===== src/rtl/wsn_agg_pkg.sv =====
`timescale 1ns/1ps
// ---------------------------------------------------------------------------
// wsn_agg_pkg
// Shared types and constants for the WSN data aggregator slice.
//   agg_state_e    : aggregator FSM state encoding
//   DEF_CNT_ADDR   : default address of the child-packet count word
//   DEF_DATA_BASE  : default address of the first sensor word
//   DEF_RES_ADDR   : default address of the sum result (max/min/avg follow)
//   *_OFS          : result word offsets from the result base address
//   DIV_W          : operand width of the serial averaging divider
// ---------------------------------------------------------------------------
package wsn_agg_pkg;

    typedef enum logic [3:0] {
        S_IDLE,
        S_RD_CNT,
        S_LAT_CNT,
        S_RD_DAT,
        S_ACC,
        S_WR_SUM,
        S_WR_MAX,
        S_WR_MIN,
        S_DIV,
        S_WR_AVG,
        S_DONE
    } agg_state_e;

    localparam logic [10:0] DEF_CNT_ADDR  = 11'd8;
    localparam logic [10:0] DEF_DATA_BASE = 11'd16;
    localparam logic [10:0] DEF_RES_ADDR  = 11'd4;

    localparam int SUM_OFS = 0;
    localparam int MAX_OFS = 1;
    localparam int MIN_OFS = 2;
    localparam int AVG_OFS = 3;

    localparam int DIV_W = 16;

endpackage


===== src/rtl/wsn_agg_divider.sv =====
`timescale 1ns/1ps
// ---------------------------------------------------------------------------
// wsn_agg_divider
// Serial unsigned restoring divider, one quotient bit per enabled clock.
// A start pulse loads the operands; W enabled cycles later done pulses for
// one cycle and quotient holds the truncated result until the next start.
// Ports:
//   clock     in   system clock, rising edge
//   nrst      in   asynchronous active-low reset
//   en        in   clock-enable; low freezes the divider
//   start     in   load operands and begin dividing
//   dividend  in   W-bit unsigned dividend
//   divisor   in   W-bit unsigned divisor (caller guarantees non-zero)
//   quotient  out  W-bit quotient, valid from done onwards
//   done      out  one-cycle completion pulse
// ---------------------------------------------------------------------------
module wsn_agg_divider
    import wsn_agg_pkg::*;
#(
    parameter int W = DIV_W
) (
    input  logic         clock,
    input  logic         nrst,
    input  logic         en,
    input  logic         start,
    input  logic [W-1:0] dividend,
    input  logic [W-1:0] divisor,
    output logic [W-1:0] quotient,
    output logic         done
);

    localparam int CNT_W = $clog2(W + 1);

    logic [W-1:0]     rem_q, rem_d;
    logic [W-1:0]     quo_q, quo_d;
    logic [W-1:0]     dvs_q, dvs_d;
    logic [CNT_W-1:0] cnt_q, cnt_d;
    logic             run_q, run_d;
    logic             done_q, done_d;
    logic [W:0]       rem_shift;
    logic [W:0]       rem_sub;

    // One restoring step per cycle: shift the next dividend bit into the
    // partial remainder, subtract the divisor if it fits, and shift the
    // resulting quotient bit into the bottom of the dividend register.
    always_comb begin
        rem_d     = rem_q;
        quo_d     = quo_q;
        dvs_d     = dvs_q;
        cnt_d     = cnt_q;
        run_d     = run_q;
        done_d    = 1'b0;
        rem_shift = {rem_q, quo_q[W-1]};
        rem_sub   = rem_shift - {1'b0, dvs_q};
        if (start) begin
            rem_d = '0;
            quo_d = dividend;
            dvs_d = divisor;
            cnt_d = CNT_W'(W);
            run_d = 1'b1;
        end else if (run_q) begin
            if (rem_shift >= {1'b0, dvs_q}) begin
                rem_d = rem_sub[W-1:0];
                quo_d = {quo_q[W-2:0], 1'b1};
            end else begin
                rem_d = rem_shift[W-1:0];
                quo_d = {quo_q[W-2:0], 1'b0};
            end
            cnt_d = cnt_q - CNT_W'(1);
            if (cnt_q == CNT_W'(1)) begin
                run_d  = 1'b0;
                done_d = 1'b1;
            end
        end
    end

    // Divider state only advances while the shared clock-enable is high.
    always_ff @(posedge clock or negedge nrst) begin
        if (!nrst) begin
            rem_q  <= '0;
            quo_q  <= '0;
            dvs_q  <= '0;
            cnt_q  <= '0;
            run_q  <= 1'b0;
            done_q <= 1'b0;
        end else if (en) begin
            rem_q  <= rem_d;
            quo_q  <= quo_d;
            dvs_q  <= dvs_d;
            cnt_q  <= cnt_d;
            run_q  <= run_d;
            done_q <= done_d;
        end
    end

    assign quotient = quo_q;
    assign done     = done_q;

endmodule


===== src/rtl/wsn_data_aggregator.sv =====
`timescale 1ns/1ps
// ---------------------------------------------------------------------------
// wsn_data_aggregator
// Reads a child-packet count and that many 16-bit sensor words from the
// shared single-port node memory, then writes back the saturating sum, the
// maximum and the minimum to fixed result addresses and pulses done.
// Optional feature macro WSN_AGG_AVG_EN: adds a serial divider and an extra
// write of the truncated average sum/n to the result base + 3.
// Ports:
//   clock     in   system clock, rising edge
//   nrst      in   asynchronous active-low reset
//   en        in   clock-enable; low freezes all state and outputs
//   start     in   launch request, sampled in idle
//   data_in   in   memory read data, valid one cycle after address
//   address   out  memory address (registered)
//   wr_en     out  memory write strobe (registered)
//   data_out  out  memory write data (registered)
//   busy      out  high from start accept through the done cycle
//   empty     out  last operation saw a zero count (held until next start)
//   ovf       out  sum saturated during last operation (held until next start)
//   done      out  one-cycle completion pulse
// ---------------------------------------------------------------------------
module wsn_data_aggregator
    import wsn_agg_pkg::*;
#(
    parameter int                ADDR_W    = 11,
    parameter int                DATA_W    = 16,
    parameter logic [ADDR_W-1:0] CNT_ADDR  = DEF_CNT_ADDR,
    parameter logic [ADDR_W-1:0] DATA_BASE = DEF_DATA_BASE,
    parameter logic [ADDR_W-1:0] RES_ADDR  = DEF_RES_ADDR,
    parameter int                MAX_CNT   = 64
) (
    input  logic              clock,
    input  logic              nrst,
    input  logic              en,
    input  logic              start,
    input  logic [DATA_W-1:0] data_in,
    output logic [ADDR_W-1:0] address,
    output logic              wr_en,
    output logic [DATA_W-1:0] data_out,
    output logic              busy,
    output logic              empty,
    output logic              ovf,
    output logic              done
);

    // The last sensor word address must stay inside the address space.
    localparam longint LAST_DATA_ADDR = longint'(DATA_BASE) + longint'(MAX_CNT) - 1;
    localparam bit     PARAMS_OK      = (MAX_CNT > 0) && (LAST_DATA_ADDR < (longint'(1) << ADDR_W));

    if (!PARAMS_OK) begin : g_bad_params
        $error("wsn_data_aggregator: DATA_BASE + MAX_CNT - 1 wraps the address space");
    end

    localparam logic [ADDR_W-1:0] ONE_A = ADDR_W'(1);

    agg_state_e        state_q, state_d;
    logic [ADDR_W-1:0] address_q, address_d;
    logic              wr_en_q, wr_en_d;
    logic [DATA_W-1:0] data_out_q, data_out_d;
    logic              busy_q, busy_d;
    logic              empty_q, empty_d;
    logic              ovf_q, ovf_d;
    logic              done_q, done_d;
    logic [ADDR_W-1:0] n_q, n_d;
    logic [ADDR_W-1:0] idx_q, idx_d;
    logic [DATA_W-1:0] sum_q, sum_d;
    logic [DATA_W-1:0] max_q, max_d;
    logic [DATA_W-1:0] min_q, min_d;

    logic [ADDR_W-1:0] n_clamped;
    logic [DATA_W:0]   sum_wide;
    logic              sat;
    logic [DATA_W-1:0] sum_acc;
    logic [DATA_W-1:0] max_acc;
    logic [DATA_W-1:0] min_acc;

`ifdef WSN_AGG_AVG_EN
    logic              div_start;
    logic              div_done;
    logic [DATA_W-1:0] div_quo;

    // The divide is kicked off while the max word is being written so that
    // its sixteen steps finish exactly as the DIV wait state ends; sum and
    // n are already final at that point. A zero count never starts it.
    assign div_start = (state_q == S_WR_MAX) && (n_q != '0);

    wsn_agg_divider #(
        .W (DATA_W)
    ) u_divider (
        .clock    (clock),
        .nrst     (nrst),
        .en       (en),
        .start    (div_start),
        .dividend (sum_q),
        .divisor  (DATA_W'(n_q)),
        .quotient (div_quo),
        .done     (div_done)
    );
`endif

    // Datapath helpers: clamp the incoming count, and fold the word
    // currently on data_in into the running saturating sum, max and min.
    // Ties in the compares leave the existing extreme in place.
    always_comb begin
        n_clamped = (data_in > DATA_W'(MAX_CNT)) ? ADDR_W'(MAX_CNT) : ADDR_W'(data_in);
        sum_wide  = {1'b0, sum_q} + {1'b0, data_in};
        sat       = sum_wide[DATA_W];
        sum_acc   = sat ? '1 : sum_wide[DATA_W-1:0];
        max_acc   = (data_in > max_q) ? data_in : max_q;
        min_acc   = (data_in < min_q) ? data_in : min_q;
    end

    // Next-state logic. Memory-facing outputs are loaded on the transition
    // into a state, so address/wr_en/data_out are valid for the whole cycle
    // that the state occupies. A write strobe lasts one state only.
    always_comb begin
        state_d    = state_q;
        address_d  = address_q;
        wr_en_d    = 1'b0;
        data_out_d = data_out_q;
        busy_d     = busy_q;
        empty_d    = empty_q;
        ovf_d      = ovf_q;
        done_d     = 1'b0;
        n_d        = n_q;
        idx_d      = idx_q;
        sum_d      = sum_q;
        max_d      = max_q;
        min_d      = min_q;

        case (state_q)
            S_IDLE: begin
                if (start) begin
                    state_d   = S_RD_CNT;
                    address_d = CNT_ADDR;
                    busy_d    = 1'b1;
                    empty_d   = 1'b0;
                    ovf_d     = 1'b0;
                end
            end
            S_RD_CNT: begin
                state_d = S_LAT_CNT;
                sum_d   = '0;
                max_d   = '0;
                min_d   = '1;
                idx_d   = '0;
            end
            S_LAT_CNT: begin
                n_d = n_clamped;
                if (n_clamped == '0) begin
                    // Nothing to aggregate: every result is written as zero.
                    empty_d    = 1'b1;
                    min_d      = '0;
                    state_d    = S_WR_SUM;
                    address_d  = RES_ADDR + ADDR_W'(SUM_OFS);
                    data_out_d = '0;
                    wr_en_d    = 1'b1;
                end else begin
                    state_d   = S_RD_DAT;
                    address_d = DATA_BASE + idx_q;
                end
            end
            S_RD_DAT: begin
                state_d = S_ACC;
            end
            S_ACC: begin
                sum_d = sum_acc;
                max_d = max_acc;
                min_d = min_acc;
                idx_d = idx_q + ONE_A;
                if (sat) begin
                    ovf_d = 1'b1;
                end
                if (idx_q == n_q - ONE_A) begin
                    state_d    = S_WR_SUM;
                    address_d  = RES_ADDR + ADDR_W'(SUM_OFS);
                    data_out_d = sum_acc;
                    wr_en_d    = 1'b1;
                end else begin
                    state_d   = S_RD_DAT;
                    address_d = DATA_BASE + idx_q + ONE_A;
                end
            end
            S_WR_SUM: begin
                state_d    = S_WR_MAX;
                address_d  = RES_ADDR + ADDR_W'(MAX_OFS);
                data_out_d = max_q;
                wr_en_d    = 1'b1;
            end
            S_WR_MAX: begin
                state_d    = S_WR_MIN;
                address_d  = RES_ADDR + ADDR_W'(MIN_OFS);
                data_out_d = min_q;
                wr_en_d    = 1'b1;
            end
            S_WR_MIN: begin
`ifdef WSN_AGG_AVG_EN
                if (n_q == '0) begin
                    state_d    = S_WR_AVG;
                    address_d  = RES_ADDR + ADDR_W'(AVG_OFS);
                    data_out_d = '0;
                    wr_en_d    = 1'b1;
                end else begin
                    state_d = S_DIV;
                end
`else
                state_d = S_DONE;
                done_d  = 1'b1;
`endif
            end
`ifdef WSN_AGG_AVG_EN
            S_DIV: begin
                if (div_done) begin
                    state_d    = S_WR_AVG;
                    address_d  = RES_ADDR + ADDR_W'(AVG_OFS);
                    data_out_d = div_quo;
                    wr_en_d    = 1'b1;
                end
            end
            S_WR_AVG: begin
                state_d = S_DONE;
                done_d  = 1'b1;
            end
`endif
            S_DONE: begin
                state_d = S_IDLE;
                busy_d  = 1'b0;
            end
            default: begin
                state_d = S_IDLE;
                busy_d  = 1'b0;
            end
        endcase
    end

    // All state and registered outputs; a low enable holds everything,
    // including an asserted write strobe.
    always_ff @(posedge clock or negedge nrst) begin
        if (!nrst) begin
            state_q    <= S_IDLE;
            address_q  <= '0;
            wr_en_q    <= 1'b0;
            data_out_q <= '0;
            busy_q     <= 1'b0;
            empty_q    <= 1'b0;
            ovf_q      <= 1'b0;
            done_q     <= 1'b0;
            n_q        <= '0;
            idx_q      <= '0;
            sum_q      <= '0;
            max_q      <= '0;
            min_q      <= '0;
        end else if (en) begin
            state_q    <= state_d;
            address_q  <= address_d;
            wr_en_q    <= wr_en_d;
            data_out_q <= data_out_d;
            busy_q     <= busy_d;
            empty_q    <= empty_d;
            ovf_q      <= ovf_d;
            done_q     <= done_d;
            n_q        <= n_d;
            idx_q      <= idx_d;
            sum_q      <= sum_d;
            max_q      <= max_d;
            min_q      <= min_d;
        end
    end

    assign address  = address_q;
    assign wr_en    = wr_en_q;
    assign data_out = data_out_q;
    assign busy     = busy_q;
    assign empty    = empty_q;
    assign ovf      = ovf_q;
    assign done     = done_q;

endmodule


===== config.mk =====
export PLATFORM = sky130hd
export DESIGN_NAME = wsn_data_aggregator
export DESIGN_NICKNAME = d
export VERILOG_FILES = /design/src/rtl/wsn_agg_pkg.sv /design/src/rtl/wsn_agg_divider.sv /design/src/rtl/wsn_data_aggregator.sv
export SDC_FILE = /design/constraint.sdc
export NUM_CORES = 1
export LEC_CHECK = 0
export ABC_CLOCK_PERIOD_IN_PS = 3100
export BUFFER_PORTS_ARGS = -buffer_cell sky130_fd_sc_hd__buf_2
export CAP_MARGIN = 0
export CORE_MARGIN = 2
export CORE_UTILIZATION = 55
export CTS_BUF_LIST = sky130_fd_sc_hd__clkbuf_2 sky130_fd_sc_hd__clkbuf_4 sky130_fd_sc_hd__clkbuf_8
export CTS_CLUSTER_SIZE = 30
export DETAILED_ROUTE_END_ITERATION = 8
export PLACE_DENSITY_LB_ADDON = 0.08
export SLEW_MARGIN = 15
export SYNTH_ARGS = -nofsm -noshare
export SYNTH_HDL_FRONTEND = slang
export SYNTH_SLANG_ARGS = --single-unit

===== constraint.sdc =====
create_clock -name clock -period 3.1 [get_ports clock]
set_input_delay 0.62 -clock clock [delete_from_list [all_inputs] [get_ports clock]]
set_output_delay 0.62 -clock clock [all_outputs]
set_load 0.01 [all_outputs]

# ---- Word level (Yosys, flattened, before mapping)
# Cells that the tools add are included.
dict set report classes {
  n_addsub 5
  n_lt_le_gt_ge 3
  eq_ne 14
  muxes 30
  bitwise_logic 1
  reduce_logical 20
}
# cell n
set ops {}
lappend ops {{$mux W16} 5}
lappend ops {{$pmux W16 S2} 2}
lappend ops {{$pmux W16 S4} 1}
lappend ops {{$pmux W11 S5} 1}
lappend ops {{$pmux W16 S3} 1}
lappend ops {{$mux W11} 4}
lappend ops {{$pmux W4 S8} 1}
lappend ops {{$add A11 B1 Y11 const B} 2}
lappend ops {{$pmux W11 S2} 1}
lappend ops {{$add A16 B16 Y17} 1}
lappend ops {{$eq A4 B3 Y1 const B} 4}
lappend ops {{$gt A16 B16 Y1} 1}
lappend ops {{$gt A16 B7 Y1 const B} 1}
lappend ops {{$lt A16 B16 Y1} 1}
lappend ops {{$reduce_and A4 Y1} 4}
lappend ops {{$ne A2 B2 Y1 const B} 6}
lappend ops {{$add A5 B11 Y11 const A} 1}
lappend ops {{$eq A11 B11 Y1} 1}
lappend ops {{$logic_not A11 Y1} 1}
lappend ops {{$sub A11 B1 Y11 const B} 1}
lappend ops {{$reduce_and A3 Y1} 3}
lappend ops {{$eq A4 B2 Y1 const B} 2}
lappend ops {{$mux W1} 7}
lappend ops {{$reduce_or A7 Y1} 1}
lappend ops {{other kinds (13)} 20}
dict set report totals {
  reg_bits 106
  inputBits 20
  output_inout_bits 32
  word_cells 86
}

# ---- Longest topological paths before layout
# Gate-level depths: netlist of run 1.
dict set report depth {
  ltp_word 5
  ltp_mapped 10
  ltp_nobuf 9
}

# ---- Least setup slack after synthesis of run 1
# Ideal clock, no wire load.
dict set report synth_timing {
  kind {input to register}
  startpoint {input data_in[11]}
  endpoint {register min_q[10]}
  setup_ps 79
  t_arrival_ps 2790
  t_required_ps 3021
  setup_slack_ps 230
  path_stages 8
  n_path_buf 1
  path_cell_list {nor4_1 -> and4_1 -> a21oi_1 -> nor4b_1 -> o21ai_0 -> a21oi_1 -> buf_2 -> mux2i_1}
}
dict set report synth_via {
  elab_chain_len 5
  elab_cells_between_ends 7
  cone_classes {2 x order compare; 2 x eq/ne; 1 x mux; 2 x reduce/logical}
}
# element line
set synth_rtl {}
lappend synth_rtl {{start, declared} wsn_data_aggregator.sv:37} ;# input logic [DATA_W-1:0] data_in,
lappend synth_rtl {{$gt A16 B7 Y1} wsn_data_aggregator.sv:106} ;# n_clamped = (data_in > DATA_W'(MAX_CNT)) ? ADDR_W'(MAX_CNT) : ADDR_W'(data_in);
lappend synth_rtl {{$mux W11} wsn_data_aggregator.sv:106}
lappend synth_rtl {{$logic_not A11 Y1} wsn_data_aggregator.sv:151} ;# if (n_clamped == '0) begin
lappend synth_rtl {{$ne A2 B2 Y1 (no line)} --}
lappend synth_rtl {{$reduce_and A4 Y1 (no line) (*)} --}
lappend synth_rtl {{end signal, assigned} wsn_data_aggregator.sv:267} ;# min_q <= min_d;
lappend synth_rtl {{end, declared} wsn_data_aggregator.sv:69} ;# logic [DATA_W-1:0] min_q, min_d;
# Every way passes the cells marked *; elsewhere a longest branch is shown, timed or not.
# A chain may end at the register's enable or synchronous reset.

# ---- Worst setup path in the final report of run 1
dict set report layout_timing {
  startpoint {register n_q[2]}
  endpoint {register data_out_q[0], in the netlist data_out[0]}
}
dict set report layout_via {
  elab_chain_len 4
}
# element line
set layout_rtl {}
lappend layout_rtl {{start, declared} wsn_data_aggregator.sv:65} ;# logic [ADDR_W-1:0] n_q, n_d;
lappend layout_rtl {{start signal, assigned} wsn_data_aggregator.sv:263} ;# n_q <= n_d;
lappend layout_rtl {{$sub A11 B1 Y11} wsn_data_aggregator.sv:175} ;# if (idx_q == n_q - ONE_A) begin
lappend layout_rtl {{$eq A11 B11 Y1} wsn_data_aggregator.sv:175}
lappend layout_rtl {{$ne A2 B2 Y1 (no line)} --}
lappend layout_rtl {{$reduce_and A4 Y1 (no line)} --}
lappend layout_rtl {{end signal, assigned} wsn_data_aggregator.sv:258} ;# data_out_q <= data_out_d;
lappend layout_rtl {{end, declared} wsn_data_aggregator.sv:60} ;# logic [DATA_W-1:0] data_out_q, data_out_d;
# Every way passes these cells.

==> impl_metrics.py, run 1 <==
metrics = {
    "routing": {
        "totalWireLength_mm": 18.8,
        "num_vias": 6109,
        "drt_pre_antenna_iters": 5,
        "drtIter0Drc": 580,
        "drt-wirelength-per-cell_um": 18.6,
        "antenna_left": 0,
        "avgViaCountPerCell": 6.05,
        "drc": 0,
    },
    "power": {
        "power.static_leakage_nw": 3.92,
        "power.combinational.fraction_pct": 51.6,
        "netSwitchingPower_w": 0.00275,
        "share_clk_of_total_power_pct": 12.9,
        "switching_share_pct": 44.5,
        "power_frac_seq_pct": 35.5,
        "p_int_w": 0.00344,
        "irDropWorstVdd_mv": 0.441,
        "p_per_area_mw_per_mm2": 795,
    },
    "critical_path": {
        "ff2ff_setup_slack_ps": 190,
        "worstPathArrival_ps": 3190,
        "max_stage_delay_ps": 590,
        "cp_slowest_cell": "or4_4",
        "critPathKind": "flop to flop",
        "regToRegEndpoint": "data_out[0]",
        "timing.critical_path.from_type": "flop",
        "path_cells": "or4_4 > nor4_4 > o22ai_2 > nor4b_4 > a21oi_2 > or3_1 > buf_12 > a22o_1",
        "critPathCapture": "data_out[0]",
        "endpoint_kind": "flop",
        "crit-reg2reg-launch": "n_q[2]",
        "crit_path_max_fanout": 17,
        "critical_path.startpoint": "n_q[2]",
        "required_ps": 3380,
        "ff2ff_path_depth": 8,
    },
    "floorplan": {
        "initial_core_util_pct": 55.7,
        "placeableCoreArea_mm2": 0.0125,
        "top_level_ports": 52,
        "num_rows": 41,
        "die_area_mm2": 0.0136,
        "die_width_um": 117,
        "die_y_um": 117,
    },
    "layout": {
        "final_cell_mix": "106 x dfrtp_1, 77 x nand2_1, 66 x o21ai_0",
        "areaGrowthSynthToFinish_pct": 11.5,
        "stdcell_area_mm2": 0.00778,
        "postLayoutCoreUtil_pct": 62.2,
        "fin_nets": 905,
        "antenna_cells_inserted": 0,
        "fraction_of_layout_cells_with_a_size_suffix_above_1_pct": 14.5,
        "most_common_cell_after_layout_fill_and_taps_aside": "dfrtp_1",
        "fillerInstances": 1116,
    },
    "synth": {
        "synthesis.area_mm2": 0.00698,
        "syn_avg_cell_area_um2": 9.07,
        "edff_count_synth": 0,
        "synth.ff_latch_count": 106,
        "postSynth.topFlopCell": "dfrtp_1",
        "yosysSeqAreaShare_pct": 38.0,
        "synth.net_count": 841,
        "synth-async-reset-ratio_pct": 100,
        "synth_cell_type_count": 65,
        "synthCells": 769,
        "yosys_warnings": 0,
    },
    "timing": {
        "holdWs_ps": 275,
        "max_freq_mhz": 344,
        "final_worst_clock_skew_ps": 13.5,
        "finalMaxSlewViolations": 0,
        "hold_violations": 0,
        "finalCritPeriodShare_pct": 93.8,
        "setup_violations": 0,
        "max_slew_margin_pct": 45.6,
        "rsz0062_at_grt": "false",
        "worst_pin_slew_ps": 813,
        "finalCriticalPeriod_ps": 2910,
        "totalNegativeSetupSlack_ps": 0,
        "finalWorstSetupSlack_ps": 191,
    },
    "clock_tree": {
        "cts.clk_slew.worst_paths_ps": 100,
        "cts.repair.resized": 0,
        "cts_hold_repair.buffers": 0,
        "cts_setup_buffers": 0,
        "cts_buffers": 9,
        "tritoncts_clock_tree": "done",
        "cts_htree_levels": 3,
        "clock_network_latency_to_the_later_pin_of_the_worst_skew_pair_ps": 390,
        "cts_num_sinks": 106,
        "cts-root-to-sink-buffers": 2,
        "clock_root_buffer": "clkbuf_8",
    },
    "place": {
        "port_buffers": 51,
        "placement.cell_area_mm2": 0.00761,
        "preCtsSetupSlack_ps": -66.3,
        "post-dp-hpwl_mm": 14.0,
        "place.gp.congestion": 0.963,
    },
    "worst_hold_path": {
        "hp-class": "input pin to async pin",
    },
    "grt": {
        "gr-total-overflow": 0,
        "number_of_antenna_violations_at_the_first_check_in_global_routing": 0,
        "grt_pass1_vias": 5939,
        "grt_max_degree": 56,
        "grt_first_pass_wirelength_mm": 30.3,
        "grt.total_usage_pct": 28.9,
    },
    "flow_run": {
        "max-cap-violations": 0,
    },
    "run_status": {
        "run_status": "completed",
    },
}
## per-stage QoR
stage | total power [W] | std cells
detailed placement | 0.00537 | 994
finish | 0.00619 | 1009
global route | 0.00668 | 1009
global placement | 0.00525 | 994
floorplan | 0.00433 | 769
CTS | 0.00618 | 1009
## area by class of cell
class	count	area, um2	area share (%)
clock buffers	10	138	1.77
clock inverters	5	31.3	0.402
inverters	60	225	2.89
multi-input cells	566	3950	50.7
flip-flops and latches	106	2650	34.1
well taps	172	215	2.77
repair buffers	90	576	7.40
## Yosys cell counts, types with 2 or more instances
cell / instances / area, um2
inv_1: 60 / 225
a41oi_1: 2 / 17.5
o21bai_1: 2 / 15.0
o2111ai_1: 3 / 26.3
nor3_1: 14 / 70.1
xor2_1: 19 / 166
nand2b_1: 6 / 37.5
and3_1: 9 / 56.3
xnor2_1: 19 / 166
nand4_1: 7 / 43.8
o22a_1: 2 / 17.5
nand3_1: 23 / 115
a22o_1: 18 / 158
ha_1: 51 / 638
a221oi_1: 2 / 17.5
o221ai_1: 5 / 43.8
o21a_1: 5 / 37.5
clkbuf_1: 28 / 105
a22oi_1: 18 / 135
o21ai_0: 66 / 330
nor4b_1: 2 / 17.5
nand2_1: 77 / 289
buf_2: 4 / 20.0
a21oi_1: 45 / 225
a2111oi_0: 3 / 26.3
mux2i_1: 35 / 350
a31o_2: 2 / 17.5
nor2_1: 31 / 116
o31ai_1: 2 / 15.0
a32o_1: 5 / 50.1
nor4_1: 4 / 25.0
a211o_1: 2 / 17.5
nand3b_1: 2 / 15.0
a211oi_1: 7 / 52.6
a31oi_1: 9 / 56.3
dfrtp_1: 106 / 2650
nor2b_1: 10 / 62.6
buf_6: 2 / 22.5
a21o_1: 15 / 113
and2_1: 9 / 56.3
or2_2: 2 / 12.5
or3_1: 6 / 37.5
buf_1: 3 / 11.3
o211ai_1: 6 / 45.0
## sequential cells by signal (all words and copies together), names as in the netlist, 4 cells and up
signal    count
min_q        16
data_out     16
idx_q        11
state_q       4
sum_q        16
address      11
n_q          11
max_q        16
## critical path, delay by kind of cell (launching register included)
family	cells	cell delay, ps
compound gates	3	490
simple gates	4	1620
flops	1	480
buf+inv	1	190
## cells by family (layout without fill, tap and decap cells)
family	after synthesis	count (layout)	synth area share, %
compound gates	229	229	21.9
xor+xnor	38	38	4.77
fa+ha+maj	52	52	9.43
buf+inv	97	165	5.50
flops	106	106	38.0
mux	35	35	5.02
simple gates	212	212	15.3
## worst min-delay path by stage
| stage | to | slack (ps) | cells past startpoint |
|---|---|---|---|
| floorplan | address[0] | 320 | 0 |
| global placement | sum_q[13] | 470 | 1 |
| CTS | idx_q[10] | 310 | 1 |
| detailed placement | address[0] | 470 | 2 |
| global route | idx_q[10] | 310 | 1 |
| finish | idx_q[10] | 270 | 1 |
## routing by layer
layer / GRT usage (%) / vias up / wire, um
met5: 0 / - / 0
met2: 48.9 / 187 / 9270
li1: - / 2891 / -
met1: 38.4 / 3007 / 8240
met4: 7.76 / 0 / 302
met3: 5.45 / 24 / 989
## power groups by stage
stage               Clock (W)  Combinational (W)  Sequential, W
floorplan                   0            0.00221        0.00212
global placement            0            0.00305        0.00220
detailed placement          0            0.00315        0.00221
CTS                  0.000824            0.00317        0.00219
global route         0.000877            0.00355        0.00225
finish               0.000800            0.00319        0.00220
Note: power is estimated with default switching activity, not from simulation.
==> inputs of run 2 (changes only) <==
--- a/config.mk
+++ b/config.mk
@@ -5,14 +5,13 @@
 export SDC_FILE = /design/constraint.sdc
 export NUM_CORES = 1
 export LEC_CHECK = 0
-export ABC_CLOCK_PERIOD_IN_PS = 3100
-export BUFFER_PORTS_ARGS = -buffer_cell sky130_fd_sc_hd__buf_2
 export CAP_MARGIN = 0
 export CORE_MARGIN = 2
 export CORE_UTILIZATION = 55
 export CTS_BUF_LIST = sky130_fd_sc_hd__clkbuf_2 sky130_fd_sc_hd__clkbuf_4 sky130_fd_sc_hd__clkbuf_8
 export CTS_CLUSTER_SIZE = 30
 export DETAILED_ROUTE_END_ITERATION = 8
+export DONT_BUFFER_PORTS = 1
 export PLACE_DENSITY_LB_ADDON = 0.08
 export SLEW_MARGIN = 15
 export SYNTH_ARGS = -nofsm -noshare
==> run 2 against run 1 <==
Fmax shrank 1.6%. Sequential cell count is the same. Sequential share of layout area grew 1.5 points. Non-clock buffer count shrank 66. Clock skew grew 2.0 ps. Global-route usage shrank 0.25 points. Combinational power shrank 10%. Final area shrank 4.1%. Via count shrank 4.6%. Register-to-register slack lost 50 ps. Sequential power grew 5%. Largest power group unchanged.
==> impl_metrics.py, run 2 (synthesis results as in run 1) <==
metrics = {
    "critical_path": {
        "ff2ff_path_depth": 8,
        "crit-reg2reg-launch": "n_q[2]",
        "critPathKind": "flop to flop",
        "critical_path.startpoint": "n_q[2]",
        "crit_path_max_fanout": 16,
        "ff2ff_setup_slack_ps": 140,
        "timing.critical_path.from_type": "flop",
        "endpoint_kind": "flop",
        "worstPathArrival_ps": 3300,
        "required_ps": 3440,
        "regToRegEndpoint": "data_out[13]",
    },
    "floorplan": {
        "initial_core_util_pct": 55.7,
        "num_rows": 41,
        "die_y_um": 117,
        "top_level_ports": 52,
        "die_width_um": 117,
        "placeableCoreArea_mm2": 0.0125,
        "die_area_mm2": 0.0136,
    },
    "layout": {
        "areaGrowthSynthToFinish_pct": 6.92,
        "fraction_of_layout_cells_with_a_size_suffix_above_1_pct": 7.25,
        "final_cell_mix": "106 x dfrtp_1, 77 x nand2_1, 66 x o21ai_0",
        "stdcell_area_mm2": 0.00746,
        "fin_nets": 839,
        "antenna_cells_inserted": 0,
        "most_common_cell_after_layout_fill_and_taps_aside": "dfrtp_1",
        "fillerInstances": 1157,
    },
    "clock_tree": {
        "cts_htree_levels": 3,
        "tritoncts_clock_tree": "done",
        "cts.clk_slew.worst_paths_ps": 100,
        "cts_num_sinks": 106,
        "cts_buffers": 9,
        "clock_network_latency_to_the_later_pin_of_the_worst_skew_pair_ps": 390,
        "clock_root_buffer": "clkbuf_8",
        "cts-root-to-sink-buffers": 2,
    },
    "routing": {
        "avgViaCountPerCell": 6.17,
        "drtIter0Drc": 586,
        "antenna_left": 0,
        "wl_met1_mm": 8.29,
        "top_layer_used": "met4",
        "totalWireLength_mm": 18.6,
        "met3WireLength_mm": 1.13,
        "drt_pre_antenna_iters": 5,
        "drt-wirelength-per-cell_um": 19.7,
        "drc": 0,
        "num_vias": 5829,
        "met2_wirelength_mm": 8.87,
    },
    "worst_hold_path": {
        "hp-class": "input pin to async pin",
    },
    "run_status": {
        "run_status": "completed",
    },
    "timing": {
        "final_worst_clock_skew_ps": 15.5,
        "finalCriticalPeriod_ps": 2960,
        "finalMaxSlewViolations": 0,
        "holdWs_ps": 133,
        "finalWorstSetupSlack_ps": 143,
        "finalCritPeriodShare_pct": 95.4,
        "hold_violations": 0,
        "max_freq_mhz": 338,
        "rsz0062_at_grt": "false",
        "worst_pin_slew_ps": 782,
        "setup_violations": 0,
        "max_slew_margin_pct": 47.7,
    },
    "power": {
        "total_power_of_the_final_layout_w": 0.00614,
        "power.static_leakage_nw": 3.62,
        "irDropWorstVdd_mv": 0.497,
        "p_per_area_mw_per_mm2": 823,
    },
    "grt": {
        "gr-total-overflow": 0,
        "number_of_antenna_violations_at_the_first_check_in_global_routing": 0,
        "grt.total_usage_pct": 28.7,
        "grt_first_pass_wirelength_mm": 29.9,
        "grt_pass1_vias": 5785,
        "grt_max_degree": 107,
    },
    "place": {
        "place.gp.congestion": 0.910,
        "preCtsSetupSlack_ps": -0.605,
        "placement.cell_area_mm2": 0.00721,
        "port_buffers": 0,
        "post-dp-hpwl_mm": 13.5,
    },
    "flow_run": {
        "max-cap-violations": 0,
    },
}
run 2: changes by cell type in the layout (fill, tap and decap cells not counted):
cell | before | now
clkbuf_4 | 0 | 1
buf_16 | 0 | 1
bufinv_16 | 0 | 2
buf_2 | 50 | 0
buf_4 | 38 | 23
buf_12 | 2 | 0
clkinv_4 | 1 | 0
clkinv_2 | 3 | 2
run 2: what timing repair did:
action,CTS,global route
endpoints found under the hold margin,106,0
hold buffers,1,0
resized for setup,0,0
setup endpoints to repair,0,14
setup buffers,0,0
run 2: cell type report:
cell class | count | area [um2] | area share (%)
Inverter | 60 | 225 | 3.02
Tap cell | 172 | 215 | 2.88
Multi-Input combinational cell | 566 | 3950 | 52.9
Timing Repair Buffer | 24 | 200 | 2.68
Clock buffer | 11 | 145 | 1.95
Sequential cell | 106 | 2650 | 35.6
Clock inverter | 5 | 77.6 | 1.04
run 2: routing by layer:
layer  track usage [%]  vias to the layer above
met4              7.92                        0
met3              8.25                       29
li1                  -                     2758
met5                 0                        -
met2              47.4                      168
met1              37.0                     2874
run 2: worst max-delay path by stage:
| stage | to |
|---|---|
| CTS | data_out[10] |
| global placement | data_out[15] |
| global route | data_out[15] |
| detailed placement | data_out[15] |
| finish | data_out[13] |
| floorplan | min_q[10] |
run 2: metrics by stage:
stage / TNS [ps] / std cells / util [%]
floorplan: 0 / 769 / -
global placement: 0 / 927 / 57.6
detailed placement: -0.605 / 927 / 57.6
CTS: 0 / 944 / 59.6
global route: 0 / 944 / 59.6
finish: 0 / 944 / 59.6
run 2: power by group:
| part | switching, W | internal [W] |
|---|---|---|
| logic | 0.00170 | 0.00116 |
| clock network | 0.000487 | 0.000484 |
| registers | 0.000502 | 0.00181 |
run 2: worst max-delay path, cell delays in order (launching register included):
cell and delay [ps]:
dfrtp_1 490, or4_4 590, nor4_4 270, o22ai_2 120, nor4b_4 390, nand2_2 160, a2111oi_4 360, buf_4 310
a32o_1 200
==> inputs of run 3 (changes only) <==
--- a/config.mk
+++ b/config.mk
@@ -7,7 +7,7 @@
 export LEC_CHECK = 0
 export CAP_MARGIN = 0
 export CORE_MARGIN = 2
-export CORE_UTILIZATION = 55
+export CORE_UTILIZATION = 65
 export CTS_BUF_LIST = sky130_fd_sc_hd__clkbuf_2 sky130_fd_sc_hd__clkbuf_4 sky130_fd_sc_hd__clkbuf_8
 export CTS_CLUSTER_SIZE = 30
 export DETAILED_ROUTE_END_ITERATION = 8
@@ -16,4 +16,5 @@
 export SLEW_MARGIN = 15
 export SYNTH_ARGS = -nofsm -noshare
 export SYNTH_HDL_FRONTEND = slang
+export SYNTH_HIERARCHICAL = 1
 export SYNTH_SLANG_ARGS = --single-unit
==> constraint.sdc (replaced) <==
create_clock -name clock -period 3.15 [get_ports clock]
set_input_delay 0.63 -clock clock [delete_from_list [all_inputs] [get_ports clock]]
set_output_delay 0.63 -clock clock [all_outputs]
set_load 0.01 [all_outputs]
==> run 3 against run 2 <==
Sequential share of layout area rose by 0.28 points. Clock power decreased by 0.8%. Largest cell class unchanged. Global-route usage rose by 4.9 points. Cell count decreased by 4.0%. Combinational power about the same. Final area is 0.79% lower. Setup slack improved by 52 ps. Synthesized area is the same. Sequential cell count is the same. Clock-buffer cell count unchanged. Utilization grew 12 points. Largest power group unchanged.
==> impl_metrics.py, run 3 <==
metrics = {
    "layout": {
        "final_cell_mix": "106 x dfrtp_1, 77 x nand2_1, 66 x o21ai_0",
        "fraction_of_layout_cells_with_a_size_suffix_above_1_pct": 7.01,
        "most_common_cell_after_layout_fill_and_taps_aside": "dfrtp_1",
        "antenna_cells_inserted": 0,
        "stdcell_count": 906,
        "fin_nets": 837,
        "areaGrowthSynthToFinish_pct": 6.08,
    },
    "timing": {
        "final_worst_clock_skew_ps": 13.5,
        "holdWs_ps": 166,
        "finalCritPeriodShare_pct": 93.8,
        "finalCriticalPeriod_ps": 2960,
        "max_slew_margin_pct": 46.2,
        "worst_pin_slew_ps": 805,
        "max_freq_mhz": 338,
        "setup_violations": 0,
        "rsz0062_at_grt": "false",
        "finalMaxSlewViolations": 0,
        "hold_violations": 0,
        "finalWorstSetupSlack_ps": 194,
        "totalNegativeSetupSlack_ps": 0,
    },
    "routing": {
        "antenna_left": 0,
        "avgViaCountPerCell": 6.55,
        "totalWireLength_mm": 18.2,
        "drt_pre_antenna_iters": 5,
        "drc": 0,
        "num_vias": 5932,
        "drt-wirelength-per-cell_um": 20.0,
        "drtIter0Drc": 432,
    },
    "synth": {
        "synth_cell_type_count": 65,
        "post_synth_top_cells": "106 x dfrtp_1, 77 x nand2_1, 66 x o21ai_0",
        "synth.largest_area_cell": "dfrtp_1",
        "synthesis.area_mm2": 0.00698,
        "syn_avg_cell_area_um2": 9.07,
        "post-synth-top-count-cell": "dfrtp_1",
        "synth.net_count": 841,
        "edff_count_synth": 0,
        "ys_top_cells_by_area": "dfrtp_1 38%, ha_1 9.1%, mux2i_1 5.0%",
        "postSynth.topFlopCell": "dfrtp_1",
        "yosys_warnings": 6,
        "synth.ff_latch_count": 106,
        "synth-async-reset-ratio_pct": 100,
        "share_of_the_synthesized_area_in_the_top_cell_type_pct": 38.0,
        "synthCells": 769,
        "yosysSeqAreaShare_pct": 38.0,
    },
    "floorplan": {
        "top_level_ports": 52,
        "placeableCoreArea_mm2": 0.0104,
        "num_rows": 37,
        "die_y_um": 108,
        "initial_core_util_pct": 67.3,
        "die_width_um": 108,
        "die_area_mm2": 0.0116,
    },
    "place": {
        "post-dp-hpwl_mm": 12.9,
        "preCtsSetupSlack_ps": 33.8,
        "dpl.cell_count": 889,
        "place.gp.congestion": 0.925,
        "port_buffers": 0,
    },
    "grt": {
        "grt_util_met1_pct": 43.8,
        "grtUsageMet3_pct": 6.36,
        "grt.total_usage_pct": 33.6,
        "groute.layer.met2.usage_pct": 56.0,
        "grt_first_pass_wirelength_mm": 30.0,
        "grt_pass1_vias": 5955,
        "grt_max_degree": 107,
        "gr-total-overflow": 0,
        "gr-max-usage-layer": "met2",
        "number_of_antenna_violations_at_the_first_check_in_global_routing": 0,
    },
    "critical_path": {
        "path_cells": "or4_4 > nor4_4 > o22ai_2 > nor4b_4 > nand2_2 > a2111oi_4 > buf_4 > a32o_1",
        "max_stage_delay_ps": 590,
        "timing.critical_path.from_type": "flop",
        "critical-path-top-delay-family": "simple AND/OR/NAND/NOR gates",
        "required_ps": 3490,
        "crit_path_max_fanout": 16,
        "endpoint_kind": "flop",
        "worstPathArrival_ps": 3300,
        "cp_slowest_cell": "or4_4",
        "critPathBufInv": 1,
        "critPathKind": "flop to flop",
    },
    "power": {
        "total_power_of_the_final_layout_w": 0.00605,
        "switching_share_pct": 43.8,
        "p_per_area_mw_per_mm2": 818,
        "p_int_w": 0.00340,
        "power.combinational.fraction_pct": 46.7,
        "power_frac_seq_pct": 37.4,
        "share_clk_of_total_power_pct": 15.9,
        "netSwitchingPower_w": 0.00265,
        "irDropWorstVdd_mv": 0.569,
        "power.static_leakage_nw": 3.61,
    },
    "clock_tree": {
        "cts_num_sinks": 106,
        "clock_network_latency_to_the_later_pin_of_the_worst_skew_pair_ps": 400,
        "cts_buffers": 9,
        "cts_setup_buffers": 0,
        "cts_htree_levels": 3,
        "clock_root_buffer": "clkbuf_8",
        "tritoncts_clock_tree": "done",
        "cts-root-to-sink-buffers": 2,
        "cts.clk_slew.worst_paths_ps": 100,
    },
    "run_status": {
        "run_status": "completed",
    },
    "worst_hold_path": {
        "hp-class": "input pin to async pin",
    },
    "flow_run": {
        "max-cap-violations": 0,
    },
}
[run 3: cell count changes in the layout (fill, tap and decap cells not counted), sizes merged]
cell	previous run	this run
buf	24	22
[run 3: repair_timing]
action,CTS,global route
setup endpoints to repair,0,7
resized for setup,0,1
endpoints found under the hold margin,106,0
hold buffers,1,0
[run 3: final timing paths]
check                      startpoint           end  slack [ps]  cells past startpoint
min in group clock                 en         wr_en         310                      1
setup / recovery               n_q[2]  data_out[11]         190                      8
hold reg to reg              sum_q[8]      sum_q[8]         500                      2
setup reg to reg               n_q[2]  data_out[11]         190                      8
hold / removal                   nrst      idx_q[4]         170                      1
max in group asynchronous        nrst      min_q[5]        2590                      1
[run 3: cell families after synthesis]
kind of cell / count (synthesis) / share of synthesized area, %
and+or+nand+nor: 212 / 15.3
DFF: 106 / 38.0
muxes: 35 / 5.02
xor gates and xnor gates: 38 / 4.77
adders and majority gates: 52 / 9.43
buffers and inverters: 97 / 5.50
AOI/OAI and AO/OA: 229 / 21.9
[run 3: final cells by class]
cell class | instances | area, um2
multi-input combinational | 566 | 3950
tap | 136 | 170
timing repair buffer | 22 | 185
clock inverter | 5 | 77.6
clock buffer | 11 | 145
fill | 812 | 2970
inverter | 60 | 225
sequential | 106 | 2650
[run 3: worst register-to-register path: stages, from the launching register on]
cell and delay [ps]:
dfrtp_1 490, or4_4 590, nor4_4 270, o22ai_2 120, nor4b_4 420, nand2_2 150, a2111oi_4 350, buf_4 300
a32o_1 210
[run 3: per-stage QoR]
| stage | cell area (um2) | util [%] |
|---|---|---|
| finish | 7400 | 71.4 |
| global route | 7400 | 71.4 |
| CTS | 7400 | 71.4 |
| detailed placement | 7150 | 69.0 |
| global placement | 7150 | 69.0 |
| floorplan | 6980 | - |
[run 3: metal layers]
metal  up-vias  routed length [um]
li1       2770                   -
met1      2907                7530
met2       217                8950
met3        38                1270
met4         0                 415
met5         -                   0
[run 3: power groups by stage]
stage          logic, W  registers [W]  clock network [W]
2_1_floorplan   0.00217        0.00209                  0
3_3_place_gp    0.00261        0.00226                  0
3_5_place_dp    0.00274        0.00228                  0
4_1_cts         0.00279        0.00225           0.000971
5_1_grt         0.00316        0.00232            0.00101
6_report        0.00283        0.00226           0.000962
